[config.mk]
export PLATFORM = sky130hd
export DESIGN_NAME = ram_march_bist_flat
export DESIGN_NICKNAME = d
export VERILOG_FILES = /design/src/rtl/ram_bist_pkg.sv /design/src/rtl/ram_march_bist_if.sv /design/src/rtl/ram_bist_cmp.sv /design/src/rtl/ram_march_bist.sv /design/src/flat_wrapper.sv
export SDC_FILE = /design/constraint.sdc
export NUM_CORES = 1
export LEC_CHECK = 0
export ABC_AREA = 1
export BUFFER_PORTS_ARGS = -buffer_cell sky130_fd_sc_hd__buf_2
export CELL_PAD_IN_SITES_DETAIL_PLACEMENT = 2
export CELL_PAD_IN_SITES_GLOBAL_PLACEMENT = 2
export CORE_ASPECT_RATIO = 1.2
export CORE_MARGIN = 3
export CORE_UTILIZATION = 25
export DETAILED_ROUTE_END_ITERATION = 8
export GPL_ROUTABILITY_DRIVEN = 1
export HOLD_SLACK_MARGIN = 0.06
export PLACE_DENSITY = 0.78
export SETUP_SLACK_MARGIN = 0.02
export SLEW_MARGIN = 40
export SYNTH_ARGS = -nofsm -noshare
export SYNTH_HDL_FRONTEND = slang
export SYNTH_SLANG_ARGS = --single-unit
[constraint.sdc]
create_clock -name clk -period 2.7 [get_ports clk]
set_clock_uncertainty 0.15 [all_clocks]
set_input_delay 0.54 -clock clk [delete_from_list [all_inputs] [get_ports clk]]
set_output_delay 0.54 -clock clk [all_outputs]
set_load 0.005 [all_outputs]
[src/rtl/ram_bist_pkg.sv]
// March C- element tables and controller state type shared by the RAM BIST blocks.
package ram_bist_pkg;

  typedef enum logic [2:0] {
    StIdle,
    StRun,
    StDrain,
    StDone,
    StFail
  } bist_state_e;

  localparam int unsigned NUM_ELEM  = 6;
  localparam logic [2:0]  LAST_ELEM = 3'(NUM_ELEM - 1);

  // Bit i describes march element i; bits 6-7 stay 0 so stray counter values issue nothing.
  localparam logic [7:0] ELEM_DESC = 8'b0011_1000;  // descending address order
  localparam logic [7:0] ELEM_RD   = 8'b0011_1110;  // element reads and compares
  localparam logic [7:0] ELEM_EXP  = 8'b0001_0100;  // expected background bit
  localparam logic [7:0] ELEM_WR   = 8'b0001_1111;  // element writes
  localparam logic [7:0] ELEM_WBIT = 8'b0000_1010;  // written background bit

  function automatic logic elem_bit(logic [7:0] tbl, logic [2:0] elem);
    return tbl[elem];
  endfunction

endpackage

[src/rtl/ram_march_bist_if.sv]
// Control, status and RAM-port bundle between the March BIST controller and its environment.
interface ram_march_bist_if #(
  parameter int unsigned DEPTH = 16,
  parameter int unsigned WIDTH = 16
);
  localparam int unsigned AW = $clog2(DEPTH);

  logic             start;
  logic             busy;
  logic             done;
  logic             pass;
  logic             fail;
  logic [AW-1:0]    fail_addr;
  logic [WIDTH-1:0] fail_exp;
  logic [WIDTH-1:0] fail_got;
  logic             ram_w_en_a;
  logic [AW-1:0]    ram_addr_a;
  logic [WIDTH-1:0] ram_data_in_a;
  logic             ram_w_en_b;
  logic [AW-1:0]    ram_addr_b;
  logic [WIDTH-1:0] ram_data_out_b;

  modport master (
    input  start, ram_data_out_b,
    output busy, done, pass, fail, fail_addr, fail_exp, fail_got,
    output ram_w_en_a, ram_addr_a, ram_data_in_a, ram_w_en_b, ram_addr_b
  );

  modport slave (
    output start, ram_data_out_b,
    input  busy, done, pass, fail, fail_addr, fail_exp, fail_got,
    input  ram_w_en_a, ram_addr_a, ram_data_in_a, ram_w_en_b, ram_addr_b
  );

endinterface

[src/rtl/ram_bist_cmp.sv]
// Registered read-compare stage: holds the issued read one cycle, compares against port B data
// and latches the first mismatch seen while capture is enabled.
module ram_bist_cmp #(
  parameter int unsigned AW    = 4,
  parameter int unsigned WIDTH = 16
) (
  input  logic             clk,
  input  logic             rst_n,
  input  logic             clear_i,
  input  logic             cap_en_i,
  input  logic             issue_valid_i,
  input  logic [AW-1:0]    issue_addr_i,
  input  logic [WIDTH-1:0] issue_exp_i,
  input  logic [WIDTH-1:0] rdata_i,
  output logic             mismatch_o,
  output logic [AW-1:0]    fail_addr_o,
  output logic [WIDTH-1:0] fail_exp_o,
  output logic [WIDTH-1:0] fail_got_o
);

  logic             valid_q;
  logic [AW-1:0]    addr_q;
  logic [WIDTH-1:0] exp_q;
  logic [AW-1:0]    fail_addr_q;
  logic [WIDTH-1:0] fail_exp_q;
  logic [WIDTH-1:0] fail_got_q;

  assign mismatch_o  = valid_q && (rdata_i != exp_q);
  assign fail_addr_o = fail_addr_q;
  assign fail_exp_o  = fail_exp_q;
  assign fail_got_o  = fail_got_q;

  always_ff @(posedge clk or negedge rst_n) begin
    if (!rst_n) begin
      valid_q     <= 1'b0;
      addr_q      <= '0;
      exp_q       <= '0;
      fail_addr_q <= '0;
      fail_exp_q  <= '0;
      fail_got_q  <= '0;
    end else begin
      valid_q <= issue_valid_i;
      addr_q  <= issue_addr_i;
      exp_q   <= issue_exp_i;
      if (clear_i) begin
        fail_addr_q <= '0;
        fail_exp_q  <= '0;
        fail_got_q  <= '0;
      end else if (cap_en_i && mismatch_o) begin
        fail_addr_q <= addr_q;
        fail_exp_q  <= exp_q;
        fail_got_q  <= rdata_i;
      end
    end
  end

endmodule

[src/rtl/ram_march_bist.sv]
// March C- BIST controller: writes through RAM port A, reads back through port B and reports
// pass/fail with the first failing address and data.
module ram_march_bist
  import ram_bist_pkg::*;
#(
  parameter int unsigned DEPTH = 16,
  parameter int unsigned WIDTH = 16
) (
  input logic              clk,
  input logic              rst_n,
  ram_march_bist_if.master bus_io
);

  localparam int unsigned   AW       = $clog2(DEPTH);
  localparam logic [AW-1:0] ADDR_MAX = AW'(DEPTH - 1);

  bist_state_e   state_q;
  logic [2:0]    elem_q;
  logic [AW-1:0] addr_q;
  logic          busy_q;
  logic          done_q;
  logic          pass_q;
  logic          fail_q;

  logic             op_active;
  logic             desc;
  logic             rd_en;
  logic             wr_en;
  logic             last_addr;
  logic             start_acc;
  logic             cap_en;
  logic             mismatch;
  logic [2:0]       elem_nxt;
  logic [AW-1:0]    first_addr_nxt;
  logic [WIDTH-1:0] exp_word;
  logic [WIDTH-1:0] wr_word;

  always_comb begin
    op_active      = (state_q == StRun) && (elem_q <= LAST_ELEM);
    desc           = elem_bit(ELEM_DESC, elem_q);
    rd_en          = op_active && elem_bit(ELEM_RD, elem_q);
    wr_en          = op_active && elem_bit(ELEM_WR, elem_q);
    exp_word       = {WIDTH{elem_bit(ELEM_EXP, elem_q)}};
    wr_word        = {WIDTH{elem_bit(ELEM_WBIT, elem_q)}};
    last_addr      = desc ? (addr_q == '0) : (addr_q == ADDR_MAX);
    elem_nxt       = elem_q + 3'd1;
    first_addr_nxt = elem_bit(ELEM_DESC, elem_nxt) ? ADDR_MAX : '0;
    start_acc      = bus_io.start && (state_q inside {StIdle, StDone, StFail});
    cap_en         = state_q inside {StRun, StDrain};
  end

  // Read and write share one address, so a read returns the word before this cycle's write.
  assign bus_io.ram_w_en_a    = wr_en;
  assign bus_io.ram_addr_a    = op_active ? addr_q : '0;
  assign bus_io.ram_data_in_a = wr_en ? wr_word : '0;
  assign bus_io.ram_w_en_b    = 1'b0;
  assign bus_io.ram_addr_b    = op_active ? addr_q : '0;

  assign bus_io.busy = busy_q;
  assign bus_io.done = done_q;
  assign bus_io.pass = pass_q;
  assign bus_io.fail = fail_q;

  ram_bist_cmp #(
    .AW   (AW),
    .WIDTH(WIDTH)
  ) u_cmp (
    .clk          (clk),
    .rst_n        (rst_n),
    .clear_i      (start_acc),
    .cap_en_i     (cap_en),
    .issue_valid_i(rd_en),
    .issue_addr_i (addr_q),
    .issue_exp_i  (exp_word),
    .rdata_i      (bus_io.ram_data_out_b),
    .mismatch_o   (mismatch),
    .fail_addr_o  (bus_io.fail_addr),
    .fail_exp_o   (bus_io.fail_exp),
    .fail_got_o   (bus_io.fail_got)
  );

  always_ff @(posedge clk or negedge rst_n) begin
    if (!rst_n) begin
      state_q <= StIdle;
      elem_q  <= '0;
      addr_q  <= '0;
      busy_q  <= 1'b0;
      done_q  <= 1'b0;
      pass_q  <= 1'b0;
      fail_q  <= 1'b0;
    end else begin
      case (state_q)
        StIdle, StDone, StFail: begin
          if (start_acc) begin
            state_q <= StRun;
            elem_q  <= '0;
            addr_q  <= '0;
            busy_q  <= 1'b1;
            done_q  <= 1'b0;
            pass_q  <= 1'b0;
            fail_q  <= 1'b0;
          end
        end
        StRun: begin
          if (mismatch) begin
            state_q <= StFail;
            busy_q  <= 1'b0;
            fail_q  <= 1'b1;
          end else if (elem_q > LAST_ELEM) begin
            state_q <= StDrain;
          end else if (last_addr) begin
            if (elem_q == LAST_ELEM) begin
              state_q <= StDrain;
            end else begin
              elem_q <= elem_nxt;
              addr_q <= first_addr_nxt;
            end
          end else begin
            addr_q <= desc ? addr_q - 1'b1 : addr_q + 1'b1;
          end
        end
        StDrain: begin
          busy_q <= 1'b0;
          if (mismatch) begin
            state_q <= StFail;
            fail_q  <= 1'b1;
          end else begin
            state_q <= StDone;
            done_q  <= 1'b1;
            pass_q  <= 1'b1;
          end
        end
        default: state_q <= StIdle;
      endcase
    end
  end

endmodule

[src/flat_wrapper.sv]
// flat-port wrapper written by rule: the top's interface ports become plain ports
module ram_march_bist_flat import ram_bist_pkg::*;
#(
  parameter int unsigned DEPTH = 16,
  parameter int unsigned WIDTH = 16
)
  (clk, rst_n, bus_io_start, bus_io_ram_data_out_b, bus_io_busy, bus_io_done, bus_io_pass, bus_io_fail, bus_io_fail_addr, bus_io_fail_exp, bus_io_fail_got, bus_io_ram_w_en_a, bus_io_ram_addr_a, bus_io_ram_data_in_a, bus_io_ram_w_en_b, bus_io_ram_addr_b);
  ram_march_bist_if #(.DEPTH(DEPTH), .WIDTH(WIDTH)) bus_io_i ();
  input logic clk;
  input logic rst_n;
  input wire logic [$bits(bus_io_i.start)-1:0] bus_io_start;
  input wire logic [$bits(bus_io_i.ram_data_out_b)-1:0] bus_io_ram_data_out_b;
  output wire logic [$bits(bus_io_i.busy)-1:0] bus_io_busy;
  output wire logic [$bits(bus_io_i.done)-1:0] bus_io_done;
  output wire logic [$bits(bus_io_i.pass)-1:0] bus_io_pass;
  output wire logic [$bits(bus_io_i.fail)-1:0] bus_io_fail;
  output wire logic [$bits(bus_io_i.fail_addr)-1:0] bus_io_fail_addr;
  output wire logic [$bits(bus_io_i.fail_exp)-1:0] bus_io_fail_exp;
  output wire logic [$bits(bus_io_i.fail_got)-1:0] bus_io_fail_got;
  output wire logic [$bits(bus_io_i.ram_w_en_a)-1:0] bus_io_ram_w_en_a;
  output wire logic [$bits(bus_io_i.ram_addr_a)-1:0] bus_io_ram_addr_a;
  output wire logic [$bits(bus_io_i.ram_data_in_a)-1:0] bus_io_ram_data_in_a;
  output wire logic [$bits(bus_io_i.ram_w_en_b)-1:0] bus_io_ram_w_en_b;
  output wire logic [$bits(bus_io_i.ram_addr_b)-1:0] bus_io_ram_addr_b;
  assign bus_io_i.start = bus_io_start;
  assign bus_io_i.ram_data_out_b = bus_io_ram_data_out_b;
  assign bus_io_busy = bus_io_i.busy;
  assign bus_io_done = bus_io_i.done;
  assign bus_io_pass = bus_io_i.pass;
  assign bus_io_fail = bus_io_i.fail;
  assign bus_io_fail_addr = bus_io_i.fail_addr;
  assign bus_io_fail_exp = bus_io_i.fail_exp;
  assign bus_io_fail_got = bus_io_i.fail_got;
  assign bus_io_ram_w_en_a = bus_io_i.ram_w_en_a;
  assign bus_io_ram_addr_a = bus_io_i.ram_addr_a;
  assign bus_io_ram_data_in_a = bus_io_i.ram_data_in_a;
  assign bus_io_ram_w_en_b = bus_io_i.ram_w_en_b;
  assign bus_io_ram_addr_b = bus_io_i.ram_addr_b;
  ram_march_bist #(.DEPTH(DEPTH), .WIDTH(WIDTH)) u_core (.clk(clk), .rst_n(rst_n), .bus_io(bus_io_i));
endmodule
==> results.yml, run 1 <==
sta:
  slew_headroom: 0.645
  setup_ws_ps: 214
  post-route-min-period_ps: 2490
  drv_slew: 0
  fmax_ghz: 0.402
  timing.final.setup_violations: 0
  finalHoldViolations: 0
  worst_pin_slew_ps: 532
  setup_tns_ps: 0
  rsz0062_at_grt: "no"
  min_period_over_period: 0.921
die:
  initial_utilization: 0.256
  row_count: 40
  fp.dieArea_mm2: 0.0116
  pin_count: 85
  fp.coreArea_mm2: 0.0101
  die_y_um: 117
  die_w_um: 98.7
worst_setup_path:
  cpMostUsedCell: "nand2_1"
  critPathLaunch: "u_core.elem_q[1]$_DFFE_PN0P_"
  required_ps: 2010
  r2r-start: "u_core.elem_q[1]$_DFFE_PN0P_"
  rr_endpoint: "u_core.addr_q[3]$_DFFE_PN0P_"
  crit_fanout: 16
  critPathCaptureType: "primary output"
  worst-r2r-setup-slack_ps: 470
  cp-start-kind: "flop"
  reg2reg_depth: 13
  cpPeakStageDelay_ps: 470
  worst_ep_arrival_time_ps: 1800
  worstPathCellList: "inv_2 > ha_1 > nand2_1 > nand2_1 > nand2_2 > nor3_2 > buf_4 > buf_2"
  slowest_stage: "dfrtp_1"
  crit_path_end: "bus_io_ram_data_in_a[15]"
  worstSetupPathType: "flop to primary output"
clocking:
  clkSlewWorstSetupHoldPaths_ps: 60
  insertion_delay_ps: 280
  cts-root-buf: "clkbuf_16"
  cts_tree: "yes"
  clk_path_buf_depth: 2
  postCtsSetupRepairBufs: 0
  cts.sinks: 40
  cts.htree.levels: 2
  cts_made_buffers: 5
power_and_ir_drop:
  powerDensity_mw_per_mm2: 1040
  power_leakage_uw: 0.00180
  ir_drop_mv: 0.301
finish:
  fin_nets: 415
  seqCellArea_mm2: 0.00100
  n_antenna_cell: 0
  areaGrowthSynthToFinish_pct: 17.2
  fill_cells: 1215
  final_cell_mix: "nand2_1, buf_2, dfrtp_1, nand3_1, nor2_1"
  mostFrequentLayoutCell: "nand2_1"
  drive_gt1_frac: 0.314
  final_cell_area_mm2: 0.00302
  multi_input_area_mm2: 0.00115
synthesis:
  ys_warn_count: 0
  synth-adder-area-share: 0.0417
  synth_compound_area_frac: 0.0179
  synth_xor_area_frac: 0.00339
  syn-cell-area_mm2: 0.00258
  synth_simple_gate_area_frac: 0.378
  synth_top_family_by_area: "simple AND/OR/NAND/NOR gates"
  yosys-mux-area-fraction: 0
  syn_avg_cell_area_um2: 7.61
  ys_seq_elements: 40
  ys_seq_area_frac: 0.388
  synth_cells: 339
  synth.distinct_cells: 29
  synth_nets: 366
place:
  placed_cell_area_mm2: 0.00284
  port_buffers: 83
  gp_congestion: 0.768
  post-place-ws_ps: 410
  dp_hpwl_um: 5750
route:
  first_iter_violations: 76
  wl_per_cell_um: 14.6
  drc: 0
  routed_wl_um: 7530
  vias_per_cell: 4.52
  num_vias: 2329
  firstDrtPassIters: 4
  ant_nets: 0
grt:
  grt_max_degree: 41
  antenna_found_initial: 0
  grt_first_pass_wirelength_um: 12600
  grt-ovfl-total: 0
  grt.total_usage: 0.134
  first_global_vias: 2576
hold_path:
  hp-class: "primary input to asynchronous set/reset pin"
status:
  status: "finished clean"
flow_run:
  drv_cap: 0
==> routing by layer <==
layer / global-route usage / vias up / wire length, µm / part of all wire
met5: 0 / - / 0 / 0
met1: 0.160 / 1130 / 3300 / 0.44
met3: 0.0207 / 6 / 321 / 0.043
met4: 0.0337 / 0 / 74 / 0.0098
li1: - / 1129 / - / -
met2: 0.253 / 64 / 3840 / 0.51
==> critical path: cells and delay by family, from the launching register on <==
family                     cells  cell delay (ps)
adders and majority gates      1              140
buffers and inverters          3              440
DFF                            1              470
and+or+nand+nor                4              460
==> Yosys cell counts <==
cell	instances	area share
nor2_1	33	0.048
inv_2	7	0.010
o21ai_1	3	0.0058
buf_6	4	0.017
nand2_2	6	0.015
inv_4	1	0.0024
a211oi_1	1	0.0029
a21oi_2	1	0.0034
nand2_8	1	0.0078
buf_4	37	0.11
nand3_2	3	0.012
nand4_1	10	0.024
nand3_1	37	0.072
nor3_1	4	0.0078
dfrtp_1	40	0.39
or2_1	2	0.0048
xor2_1	1	0.0034
nand2_4	3	0.013
a21oi_1	2	0.0039
fa_1	1	0.0078
o21ai_0	1	0.0019
nand2_1	105	0.15
nor2_2	3	0.0073
nand3b_1	2	0.0058
conb_1	1	0.0015
ha_1	7	0.034
buf_2	2	0.0039
inv_1	19	0.028
nor2_4	2	0.0087
==> cells by family after synthesis <==
logic type | count (synthesis)
simple gates | 211
buf+inv | 70
flops | 40
compound gates | 8
fa+ha+maj | 8
xor+xnor | 1
other cells | 1
==> power breakdown <==
part / leakage (µW) / switching (µW) / internal [µW]
clock: 0.0000871 / 245 / 463
sequential: 0.000537 / 179 / 803
combinational: 0.00118 / 907 / 537
==> registers in the layout (all words and copies together) (netlist names) <==
signal and cells:
u_core.bus_io.busy 1, u_core.u_cmp.fail_addr_o 4, u_core.addr_q 4, u_core.bus_io.done 1, u_core.bus_io.fail 1, u_core.u_cmp.addr_q 4, u_core.u_cmp.exp_q 1, u_core.elem_q 3
u_core.u_cmp.fail_got_o 16, u_core.u_cmp.valid_q 1, u_core.u_cmp.fail_exp_o 1, u_core.state_q 3
==> what timing repair did <==
item | CTS | global route
gates resized for setup | 0 | 1
setup endpoints to repair | 0 | 17
hold buffers | 0 | 0
==> how the worst min path moves through the flow <==
stage | from | to | slack [ps] | depth (start not counted)
after floorplan | rst_n | u_core.addr_q[0]$_DFFE_PN0P_ | 90 | 0
after global placement | u_core.u_cmp.addr_q[2]$_DFF_PN0_ | u_core.u_cmp.fail_addr_o[2]$_DFFE_PN0P_ | 280 | 2
after global routing | rst_n | u_core.u_cmp.fail_got_o[3]$_DFFE_PN0P_ | 130 | 1
after CTS | rst_n | u_core.u_cmp.fail_got_o[2]$_DFFE_PN0P_ | 110 | 1
after detailed placement | u_core.u_cmp.addr_q[0]$_DFF_PN0_ | u_core.u_cmp.fail_addr_o[0]$_DFFE_PN0P_ | 300 | 2
final | rst_n | u_core.u_cmp.fail_got_o[2]$_DFFE_PN0P_ | 90 | 1
==> stage by stage <==
step / hold slack, ps / power (µW) / util / instances
after floorplan: 94.4 / 2050 / - / 339
after global placement: 279 / 2380 / 0.282 / 507
after detailed placement: 300 / 2460 / 0.283 / 507
after CTS: 109 / 3200 / 0.300 / 515
after global routing: 131 / 3450 / 0.300 / 515
final: 92.2 / 3140 / 0.300 / 515
==> area by class of cell <==
type	count	area share
Clock buffer	6	0.0459
Clock inverter	2	0.0128
Inverter	27	0.0344
Multi-Input combinational cell	229	0.380
Sequential cell	40	0.331
Tap cell	126	0.0522
Timing Repair Buffer	85	0.143
(Power assumes the default switching activity.)
==> inputs of run 2 (changes only) <==
BUFFER_PORTS_ARGS = not set   (was -buffer_cell sky130_fd_sc_hd__buf_2)
CORE_UTILIZATION = 31   (was 25)
DONT_BUFFER_PORTS = 1   (was not set)
PLACE_DENSITY = 0.77   (was 0.78)
==> results.yml, run 2 (synthesis gave the netlist of run 1 again) <==
status:
  status: "finished clean"
worst_setup_path:
  worstSetupPathType: "flop to primary output"
  reg2reg_depth: 13
  cp.buffers_inverters: 2
  r2r-start: "u_core.elem_q[1]$_DFFE_PN0P_"
  cpMostUsedCell: "nand2_1"
  required_ps: 2010
  cp-start-kind: "flop"
  cp_top_family: "flip-flops"
  rr_endpoint: "u_core.addr_q[3]$_DFFE_PN0P_"
  worstPathCellList: "inv_2 > ha_1 > nand2_1 > nand2_1 > nand2_1 > nor3_4 > buf_4"
  cpPeakStageDelay_ps: 470
  crit_fanout: 16
  worst-r2r-setup-slack_ps: 570
  slowest_stage: "dfrtp_1"
  critPathCaptureType: "primary output"
  worst_ep_arrival_time_ps: 1760
route:
  first_iter_violations: 29
  routed_wl_um: 6460
  firstDrtPassIters: 4
  wl_per_cell_um: 16.1
  ant_nets: 0
  vias_per_cell: 4.91
  num_vias: 1967
  drc: 0
sta:
  post-route-min-period_ps: 2450
  rsz0062_at_grt: "no"
  finalHoldViolations: 0
  timing.final.setup_violations: 0
  setup_tns_ps: 0
  min_period_over_period: 0.908
  drv_slew: 0
  fmax_ghz: 0.408
place:
  port_buffers: 0
  dp_hpwl_um: 4980
  dp.cells: 391
  gp_congestion: 0.783
grt:
  grt-ovfl-total: 0
  antenna_found_initial: 0
  grt_max_degree: 41
  grt.total_usage: 0.149
  grt_first_pass_wirelength_um: 10900
  first_global_vias: 2240
finish:
  fin_util: 0.322
  mostFrequentLayoutCell: "nand2_1"
  fin_nets: 335
  final_cell_mix: "nand2_1, dfrtp_1, nand3_1, nor2_1, inv_1"
  fill_cells: 942
  stdcell_count: 401
  drive_gt1_frac: 0.129
  n_antenna_cell: 0
  areaGrowthSynthToFinish_pct: -1.75
  largest_reg_flops: 16
flow_run:
  drv_cap: 0
power_and_ir_drop:
  power_leakage_uw: 0.00137
  ir_drop_mv: 0.297
  powerDensity_mw_per_mm2: 1050
  p_total_uw: 2660
clocking:
  cts.htree.levels: 2
  cts.sinks: 40
  cts_made_buffers: 5
  cts-root-buf: "clkbuf_8"
  clk_path_buf_depth: 2
  cts_tree: "yes"
  insertion_delay_ps: 300
  clkSlewWorstSetupHoldPaths_ps: 80
hold_path:
  whs_endpoint: "u_core.u_cmp.fail_got_o[10]$_DFFE_PN0P_"
  hold_depth: 2
  hp-class: "primary input to flop"
  hold_start: "bus_io_ram_data_out_b[10]"
die:
  die_w_um: 89.3
  pin_count: 85
  initial_utilization: 0.327
  die_y_um: 106
  fp.dieArea_mm2: 0.00946
  row_count: 35
  fp.coreArea_mm2: 0.00788
[run 2: what timing repair did]
action,in CTS,in global routing
buffers inserted,0,0
endpoints found under the hold margin,40,0
hold buffers,2,0
gates resized for setup,0,0
setup endpoints to repair,0,0
[run 2: worst max path at each step]
stage / depth (start not counted) / end / startpoint / slack (ps)
floorplan: 7 / bus_io_ram_data_in_a[10] / u_core.elem_q[1]$_DFFE_PN0P_ / 280
global placement: 13 / u_core.addr_q[3]$_DFFE_PN0P_ / u_core.elem_q[1]$_DFFE_PN0P_ / 600
detailed placement: 13 / u_core.addr_q[3]$_DFFE_PN0P_ / u_core.elem_q[1]$_DFFE_PN0P_ / 530
CTS: 7 / bus_io_ram_addr_b[3] / u_core.elem_q[1]$_DFFE_PN0P_ / 210
global route: 7 / bus_io_ram_data_in_a[2] / u_core.elem_q[1]$_DFFE_PN0P_ / 80
finish: 7 / bus_io_ram_data_in_a[1] / u_core.elem_q[1]$_DFFE_PN0P_ / 250
[run 2: power breakdown]
group / leakage (µW) / switching, µW / total [µW] / internal [µW]
combinational: 0.000776 / 789 / 1150 / 361
sequential: 0.000535 / 220 / 1020 / 804
clock: 0.0000552 / 208 / 483 / 274
[run 2: per-layer routing]
metal | up-vias | wire length (µm) | global-route usage
met5 | - | 0 | 0
met4 | 0 | 102 | 0.0511
met3 | 8 | 451 | 0.0388
met2 | 44 | 3390 | 0.266
met1 | 948 | 2520 | 0.168
li1 | 967 | - | -
[run 2: final cells by class]
type / count / area, µm² / area share
Multi-Input combinational cell: 229 / 1150 / 0.455
Sequential cell: 40 / 1000 / 0.395
Tap cell: 92 / 115 / 0.0454
Inverter: 27 / 104 / 0.0410
Clock buffer: 6 / 72.6 / 0.0286
Timing Repair Buffer: 5 / 52.6 / 0.0207
Clock inverter: 2 / 35.0 / 0.0138
[run 2: metrics by stage]
stage | area [µm²] | hold slack (ps) | worst slack (ps)
global placement | 2400 | 95.3 | 599
detailed placement | 2400 | 95.3 | 534
global route | 2530 | 193 | 78.3
CTS | 2530 | 194 | 211
floorplan | 2580 | 94.4 | 284
finish | 2530 | 208 | 248
==> inputs of run 3 (changes only) <==
PLACE_DENSITY = not set   (was 0.77)
PLACE_DENSITY_LB_ADDON = 0.1   (was not set)
REMOVE_ABC_BUFFERS = 1   (was not set)
==> results.yml, run 3 (synthesis gave the netlist of run 1 again) <==
worst_setup_path:
  cp.buffers_inverters: 2
  worst_ep_arrival_time_ps: 1790
  r2r-start: "u_core.elem_q[1]$_DFFE_PN0P_"
  worstSetupPathType: "flop to primary output"
  required_ps: 2010
  worstPathCellList: "inv_2 > ha_1 > nand2_1 > nand2_1 > nand2_1 > nor3_2 > buf_6"
  rr_endpoint: "u_core.addr_q[2]$_DFFE_PN0P_"
  worst-r2r-setup-slack_ps: 490
  cp_top_family: "simple AND/OR/NAND/NOR gates"
  critPathCaptureType: "primary output"
  cp-start-kind: "flop"
  cpPeakStageDelay_ps: 480
  crit_fanout: 16
  cpMostUsedCell: "nand2_1"
  slowest_stage: "dfrtp_1"
  reg2reg_depth: 11
power_and_ir_drop:
  p_int_uw: 1330
  sequentialPowerShare: 0.403
  switching_share: 0.477
  powerDensity_mw_per_mm2: 1020
  p_total_uw: 2550
  power_frac_clock: 0.161
  switching_power_uw: 1220
  ir_drop_mv: 0.388
  power_leakage_uw: 0.00136
  pwr-share-comb: 0.436
hold_path:
  hp-class: "primary input to flop"
  hold_start: "bus_io_ram_data_out_b[13]"
  hold_depth: 2
  whs_endpoint: "u_core.u_cmp.fail_got_o[13]$_DFFE_PN0P_"
flow_run:
  drv_cap: 0
finish:
  final_cell_mix: "nand2_1, dfrtp_1, nand3_1, nor2_1, inv_1"
  largest_reg_flops: 16
  fin_nets: 334
  drive_gt1_frac: 0.130
  mostFrequentLayoutCell: "nand2_1"
  areaGrowthSynthToFinish_pct: -2.91
  n_antenna_cell: 0
  stdcell_count: 400
  fill_cells: 960
clocking:
  insertion_delay_ps: 300
  cts.sinks: 40
  cts_tree: "yes"
  cts.htree.levels: 2
  cts-root-buf: "clkbuf_8"
  postCtsSetupRepairBufs: 0
  clk_path_buf_depth: 2
  clkSlewWorstSetupHoldPaths_ps: 80
  cts_made_buffers: 5
sta:
  drv_slew: 0
  fmax_ghz: 0.403
  min_period_over_period: 0.919
  whs_ps: 204
  post-route-min-period_ps: 2480
  finalHoldViolations: 0
  rsz0062_at_grt: "no"
  timing.final.setup_violations: 0
grt:
  grt_max_degree: 41
  grt_first_pass_wirelength_um: 11100
  antenna_found_initial: 0
  first_global_vias: 2281
  grt.total_usage: 0.147
  grt-ovfl-total: 0
place:
  dp.cells: 390
  gp_congestion: 0.748
  dp_hpwl_um: 4940
  port_buffers: 0
status:
  status: "finished clean"
die:
  fp.coreArea_mm2: 0.00788
  pin_count: 85
  fp.dieArea_mm2: 0.00946
  row_count: 35
  die_w_um: 89.3
  die_y_um: 106
  initial_utilization: 0.327
route:
  firstDrtPassIters: 4
  vias_per_cell: 4.96
  first_iter_violations: 57
  num_vias: 1982
  wl_per_cell_um: 16.3
  drc: 0
  routed_wl_um: 6500
  ant_nets: 0
==> run 3: changes by cell type in the layout (fill, tap and decap cells not counted), sizes merged <==
cell / change
buf: -1
bufinv: -1
clkbuf: -1
clkinv: +2
==> run 3: final cells by class <==
class | count | area, µm² | area share
multi-input cells | 229 | 1150 | 0.458
inverters | 27 | 104 | 0.0415
clock inverters | 3 | 18.8 | 0.00749
well taps | 92 | 115 | 0.0460
repair buffers | 4 | 48.8 | 0.0195
clock buffers | 5 | 68.8 | 0.0275
flip-flops and latches | 40 | 1000 | 0.400
==> run 3: how the worst max path moves through the flow <==
stage	from	end	cells past startpoint	slack [ps]
3_3_place_gp	u_core.elem_q[1]$_DFFE_PN0P_	u_core.addr_q[2]$_DFFE_PN0P_	11	530
6_report	u_core.elem_q[1]$_DFFE_PN0P_	bus_io_ram_data_in_a[0]	7	220
5_1_grt	u_core.elem_q[1]$_DFFE_PN0P_	bus_io_ram_data_in_a[2]	7	30
2_1_floorplan	u_core.elem_q[1]$_DFFE_PN0P_	bus_io_ram_data_in_a[0]	6	-600
4_1_cts	u_core.elem_q[1]$_DFFE_PN0P_	bus_io_ram_data_in_a[0]	7	160
3_5_place_dp	u_core.elem_q[1]$_DFFE_PN0P_	u_core.addr_q[2]$_DFFE_PN0P_	11	460
==> run 3: power groups by stage <==
stage               clock (µW)  sequential (µW)  combinational, µW
floorplan                    0              975                846
global placement             0             1040               1090
detailed placement           0             1050               1120
CTS                        435             1030               1150
global route               454             1070               1320
finish                     411             1030               1110
==> run 3: metal layers <==
metal / vias up / share of wire / global-route usage
li1: 963 / - / -
met1: 956 / 0.40 / 0.167
met2: 56 / 0.53 / 0.272
met3: 7 / 0.057 / 0.0248
met4: 0 / 0.014 / 0.0447
met5: - / 0 / 0
==> run 3: what timing repair did <==
item,4_1_cts,5_1_grt
endpoints found under the setup margin,0,16
hold buffers,2,0
hold endpoints to repair,40,0
resized for setup,0,1
==> run 3: per-stage QoR <==
stage | TNS [ps] | utilization | instance area (µm²) | setup slack, ps
after floorplan | -9660 | - | 2250 | -603
after global placement | 0 | 0.302 | 2380 | 535
after detailed placement | 0 | 0.302 | 2380 | 462
after CTS | 0 | 0.317 | 2500 | 158
after global routing | 0 | 0.318 | 2500 | 28.8
final | 0 | 0.318 | 2500 | 218
